## config.mk

```make
export PLATFORM = sky130hd
export DESIGN_NAME = spi_frame_rx
export DESIGN_NICKNAME = d
export VERILOG_FILES = /design/src/rtl/spi_frame_pkg.sv /design/src/rtl/spi_frame_rx_sync_edge.sv /design/src/rtl/spi_frame_rx.sv
export SDC_FILE = /design/constraint.sdc
export NUM_CORES = 1
export LEC_CHECK = 0
export CAP_MARGIN = 20
export CORE_AREA = 2 2 74 76
export DETAILED_ROUTE_END_ITERATION = 10
export DIE_AREA = 0 0 76 78
export PLACE_DENSITY = 0.61
export SLEW_MARGIN = 25
export SYNTH_ARGS = -nofsm -noshare
export SYNTH_HDL_FRONTEND = slang
export SYNTH_SLANG_ARGS = --single-unit
```

## constraint.sdc

```tcl
create_clock -name clk -period 1.96 [get_ports clk]
set_clock_uncertainty 0.15 [all_clocks]
set_input_delay 0.392 -clock clk [delete_from_list [all_inputs] [get_ports clk]]
set_output_delay 0.392 -clock clk [all_outputs]
set_load 0.01 [all_outputs]
```

## src/rtl/spi_frame_pkg.sv

```systemverilog
// Shared constants, frame layout and receive FSM encoding for the SPI frame receiver.
package spi_frame_pkg;
  localparam int FRAME_BITS = 16;
  localparam int ADDR_W     = 7;
  localparam int DATA_W     = 8;

  localparam int RW_BIT   = 15;
  localparam int ADDR_MSB = 14;
  localparam int ADDR_LSB = 8;
  localparam int DATA_MSB = 7;
  localparam int DATA_LSB = 0;

  // Counter must hold FRAME_BITS+1 so that over-long frames stay distinguishable.
  localparam int CNT_W = $clog2(FRAME_BITS + 2);

  typedef struct packed {
    logic              rw;
    logic [ADDR_W-1:0] addr;
    logic [DATA_W-1:0] data;
  } spi_frame_t;

  typedef enum logic {
    RX_IDLE,
    RX_ACTIVE
  } rx_state_t;
endpackage

```

## src/rtl/spi_frame_rx_sync_edge.sv

```systemverilog
// Multi-flop pin synchroniser with a history flop producing single-cycle rise/fall strobes.
module sync_edge #(
  parameter int   SYNC_STAGES = 2,
  parameter logic RESET_VAL   = 1'b0
) (
  input  logic clk,
  input  logic rst,
  input  logic raw,
  output logic level,
  output logic rise,
  output logic fall
);
  logic [SYNC_STAGES-1:0] sync_q;
  logic                   hist_q;

  always_ff @(posedge clk or posedge rst) begin
    if (rst) begin
      sync_q <= {SYNC_STAGES{RESET_VAL}};
      hist_q <= RESET_VAL;
    end else begin
      sync_q <= {sync_q[SYNC_STAGES-2:0], raw};
      hist_q <= sync_q[SYNC_STAGES-1];
    end
  end

  assign level = sync_q[SYNC_STAGES-1];
  assign rise  = level & ~hist_q;
  assign fall  = ~level & hist_q;
endmodule

```

## src/rtl/spi_frame_rx.sv

```systemverilog
// SPI receive front end: synchronises pins, assembles MSB-first frames and offers them
// on a one-deep valid/ready slot with length and overrun error pulses.
module spi_frame_rx
  import spi_frame_pkg::*;
#(
  parameter int SYNC_STAGES = 2
) (
  input  logic              clk,
  input  logic              rst,
  input  logic              sclk_in,
  input  logic              copi_in,
  input  logic              ncs_in,
  output logic              frame_valid,
  input  logic              frame_ready,
  output logic              frame_rw,
  output logic [ADDR_W-1:0] frame_addr,
  output logic [DATA_W-1:0] frame_data,
  output logic              busy,
  output logic              err_len,
  output logic              err_overrun,
  output rx_state_t         rx_state
);
  localparam logic [CNT_W-1:0] CNT_FULL = CNT_W'(FRAME_BITS);
  localparam logic [CNT_W-1:0] CNT_SAT  = CNT_W'(FRAME_BITS + 1);

  logic sclk_lvl, sclk_rise, sclk_fall;
  logic copi_lvl, copi_rise, copi_fall;
  logic ncs_lvl, ncs_rise, ncs_fall;
  logic unused_strobes;

  sync_edge #(.SYNC_STAGES(SYNC_STAGES), .RESET_VAL(1'b0)) u_sclk (
    .clk(clk), .rst(rst), .raw(sclk_in), .level(sclk_lvl), .rise(sclk_rise), .fall(sclk_fall));
  sync_edge #(.SYNC_STAGES(SYNC_STAGES), .RESET_VAL(1'b0)) u_copi (
    .clk(clk), .rst(rst), .raw(copi_in), .level(copi_lvl), .rise(copi_rise), .fall(copi_fall));
  sync_edge #(.SYNC_STAGES(SYNC_STAGES), .RESET_VAL(1'b1)) u_ncs (
    .clk(clk), .rst(rst), .raw(ncs_in), .level(ncs_lvl), .rise(ncs_rise), .fall(ncs_fall));

  assign unused_strobes = ^{sclk_lvl, sclk_fall, copi_rise, copi_fall};

  logic [FRAME_BITS-1:0] shift_q;
  logic [CNT_W-1:0]      cnt_q;
  spi_frame_t            frame_q;
  logic                  slot_free;

  // A pop on the completion edge frees the slot for the incoming frame.
  assign slot_free = ~frame_valid | frame_ready;

  always_ff @(posedge clk or posedge rst) begin
    if (rst) begin
      rx_state    <= RX_IDLE;
      shift_q     <= '0;
      cnt_q       <= '0;
      frame_q     <= '0;
      frame_valid <= 1'b0;
      busy        <= 1'b0;
      err_len     <= 1'b0;
      err_overrun <= 1'b0;
    end else begin
      busy        <= ~ncs_lvl;
      err_len     <= 1'b0;
      err_overrun <= 1'b0;
      if (frame_valid && frame_ready) frame_valid <= 1'b0;

      case (rx_state)
        RX_IDLE: begin
          if (ncs_fall) begin
            rx_state <= RX_ACTIVE;
            shift_q  <= '0;
            cnt_q    <= '0;
          end
        end
        RX_ACTIVE: begin
          // nCS rise takes priority, so a coincident SCLK rise is not counted.
          if (ncs_rise) begin
            rx_state <= RX_IDLE;
            if (cnt_q != CNT_FULL) begin
              err_len <= 1'b1;
            end else if (slot_free) begin
              frame_q.rw   <= shift_q[RW_BIT];
              frame_q.addr <= shift_q[ADDR_MSB:ADDR_LSB];
              frame_q.data <= shift_q[DATA_MSB:DATA_LSB];
              frame_valid  <= 1'b1;
            end else begin
              err_overrun <= 1'b1;
            end
          end else if (sclk_rise) begin
            shift_q <= {shift_q[FRAME_BITS-2:0], copi_lvl};
            if (cnt_q != CNT_SAT) cnt_q <= cnt_q + CNT_W'(1);
          end
        end
        default: rx_state <= RX_IDLE;
      endcase
    end
  end

  assign frame_rw   = frame_q.rw;
  assign frame_addr = frame_q.addr;
  assign frame_data = frame_q.data;
endmodule

```

==> metrics.md <==
| Metric | Value |
|---|---|
| Die height | 78 microns |
| Starting Density | 0.399 |
| Post-Synth Adder-Cell Area | 0.0187 |
| FMAX | 0.535 GHz |
| H-tree depth | 2 |
| Cell family with most CP delay | buffers and inverters |
| Combinational share of power | 0.074 |
| Worst path bufs/invs | 1 |
| Die W | 76 microns |
| Yosys top cell by area | dfrtp_1 |
| Worst path max stage delay | 0.57 ns |
| Clock tree sinks | 50 |
| Initial antenna violation count | 0 |
| Final Max Tran Viols | 0 |
| Post-synth top area share | 0.585 |
| Fraction of layout cells with a size suffix above 1 | 0.187 |
| Synth Net Count | 173 |
| Int Pwr | 1.50 mW |
| Multiplexer share of the synthesized area | 0.119 |
| Antenna fix cells | 0 |
| Worst-Skew Late Latency | 0.30 ns |
| Largest net degree at the start of global routing | 37 |
| Pre-Repair DR Iteration Count | 5 |
| Primary FF master, synth | dfrtp_1 |
| Final core occ | 0.487 |
| Main combinational cell family by area after synthesis | simple AND/OR/NAND/NOR gates |
| Synthesized area | 2010 sq um |
| Vias | 1259 |
| Setup repair bufs after CTS | 0 |
| CP arrival | 1.33 ns |
| Vias in the first global route | 1195 |
| Status | completed |
| Xor and xnor area share after synthesis | 0 |
| R2r endpoint | frame_addr[3] |
| Worst hold path type | flip-flop to flip-flop |
| CP Capture Type | output pin |
| Hold depth | 0 |
| R2R setup slack | 0.10 ns |
| PD cells | 794 nW/um^2 |
| First-pass GRT wire length | 5.86 mm |
| Crit path to | rx_state |
| Pleak | 1.14 nW |
| Final hold violations | 0 |
| Simple-gate share of the synthesized area | 0.136 |
| Slew HR | 0.772 |
| Worst Tran Pin Value | 0.341 ns |
| Sequential share of power | 0.562 |
| Total core area | 5040 sq um |
| IO buf count | 26 |
| DRC | 0 |
| Nets | 201 |
| Complex-gate fraction of the synthesized area | 0.0648 |
| Max-Cap Viols | 0 |
| CTS tree | built |
| WS Path Type | flip-flop to output pin |
| Clock tree buffer depth | 2 |
| Distinct cells, synth | 31 |
| Startpoint types | flip-flop |
| Row count | 26 |
| Worst r2r src | u_ncs.hist_q |
| # fillers | 460 |
| Cell Chain, Critical Path | clkdlybuf4s50_1 |
| Ys async rst share | 1.00 |
| CTS Buf Count | 5 |
| Clk pwr share | 0.364 |
| Overflow after GRT | 0 |
| Placed Instance Area | 2340 sq um |
| Setup violators final | 0 |
| Worst Path Required | 1.42 ns |
| WP depth | 1 |
| Final period util | 0.953 |
| Crit. Startpoint | rx_state |
| Clock-pin slew on the worst setup and hold paths | 0.08 ns |
| GRT Total Usage | 0.125 |
| Final Critical Period | 1.87 ns |
| R2r worst-path depth | 4 |
| Mapped Cells | 164 |
| Die Area | 5930 sq um |
| Mean Syn Cell Area | 12.3 sq um |
| Dominant cells by area after synthesis | dfrtp_1, mux2_4, nand2_1 |
| EDFF count, synth | 0 |
| Sequential fraction of the synthesis area | 0.625 |
| RSZ-0062 raised after global routing | false |
| Antenna-violating nets left | 0 |
| CTS resizes | 1 |
| Register bit total from synthesis | 50 |
| CTS Hold Buffers Added | 0 |
| CP max stage cell | clkdlybuf4s50_1 |
| DP Wirelength | 2.24 mm |
| Drt first-iter violations | 113 |
| Max VDD drop | 353 uV |
| Via density | 4.79 |
| Sw frac | 0.228 |
| Setup TNS Final | 0 ns |
| Routed WL | 3.27 mm |
| Ys Warns | 0 |
| Root buf cell | clkbuf_8 |
| GPL Wtd Cong | 0.733 |
| Io pins | 27 |
| Net switching power | 0.445 mW |
| Final Instance Area | 2450 sq um |
| Crit-path max FO | 9 |
| Wirelength per Cell | 12.4 microns |
| Layout area overhead | 22.2% |
cells in the final DEF (no fill, tap or decap), types with 2 or more instances in the layout:
cell	netlist	routed
clkbuf_8	0	5
clkdlybuf4s50_1	0	26
nor2_1	4	4
nand3_1	2	2
mux2_4	10	10
ha_1	3	3
dfrtp_1	47	46
nand2_1	38	38
o21ai_0	18	18
inv_1	5	4
a21oi_1	3	3
buf_4	0	2
mux2_2	7	7
dfstp_2	3	3
power by group through the flow:
stage                     Sequential, mW  Clock (mW)  Combinational (mW)
after floorplan                     1.11           0              0.0973
after global placement              1.11           0               0.139
after detailed placement            1.12           0               0.147
after CTS                           1.10       0.735               0.148
after global routing                1.10       0.769               0.165
final                               1.10       0.709               0.145
cell usage after synthesis, types with 2 or more instances:
| cell type | n |
|---|---|
| mux2_4 | 10 |
| dfstp_2 | 3 |
| a21oi_1 | 3 |
| ha_1 | 3 |
| dfrtp_1 | 47 |
| nor2_1 | 4 |
| nand2_1 | 38 |
| clkbuf_1 | 5 |
| inv_1 | 5 |
| nand3_1 | 2 |
| o21ai_0 | 18 |
| mux2_2 | 7 |
stage by stage:
| stage | instances | worst slack [ns] | hold WS [ns] | power (mW) |
|---|---|---|---|---|
| finish | 263 | 0.0913 | 0.204 | 1.95 |
| global route | 263 | 0.00594 | 0.214 | 2.04 |
| CTS | 263 | 0.0766 | 0.207 | 1.98 |
| detailed placement | 255 | -0.0482 | 0.187 | 1.26 |
| global placement | 255 | -0.0168 | 0.184 | 1.25 |
| floorplan | 164 | 0.175 | 0.181 | 1.20 |
kinds of logic after synthesis:
logic type	after synthesis
AOI/OAI and AO/OA	24
adders and majority gates	3
buffers and inverters	13
DFF	50
muxes	18
and+or+nand+nor	56
layout make-up:
cell class | instances | area (sq um) | area share
Clock buffer | 6 | 72.6 | 0.0296
Clock inverter | 2 | 37.5 | 0.0153
Inverter | 5 | 18.8 | 0.00765
Multi-Input combinational cell | 101 | 687 | 0.280
Sequential cell | 50 | 1260 | 0.512
Tap cell | 70 | 87.6 | 0.0357
Timing Repair Buffer | 29 | 295 | 0.120
worst register-to-register path, cell delays in order, from the launching register on:
cell and delay, ns:
dfstp_2 0.56, and2b_1 0.22, nand4_2 0.13, nand2b_4 0.31, mux2_2 0.38
worst min path at each step:
stage | from | endpoint
floorplan | u_copi.sync_q[0] | u_copi.sync_q[1]
global placement | u_sclk.sync_q[0] | u_sclk.sync_q[1]
detailed placement | u_sclk.sync_q[0] | u_sclk.sync_q[1]
CTS | u_sclk.sync_q[0] | u_sclk.sync_q[1]
global route | u_ncs.sync_q[0] | u_ncs.sync_q[1]
finish | u_sclk.sync_q[0] | u_sclk.sync_q[1]
layer usage:
metal,global-route usage,vias up,wire (microns)
li1,-,604,-
met1,0.161,620,1510
met2,0.190,28,1540
met3,0.0453,7,157
met4,0.0582,0,63
met5,0,-,0
sequential cells by signal, indices dropped and copies added (netlist names):
| register | cells |
|---|---|
| shift_q | 16 |
| err_len | 1 |
| u_copi.sync_q | 2 |
| u_sclk.sync_q | 2 |
| u_sclk.hist_q | 1 |
| err_overrun | 1 |
| frame_addr | 7 |
| frame_data | 8 |
| busy | 1 |
| rx_state | 1 |
| frame_rw | 1 |
| u_ncs.hist_q | 1 |
| frame_valid | 1 |
| cnt_q | 5 |
| u_ncs.sync_q | 2 |
Power figures use the tool's default switching activity.
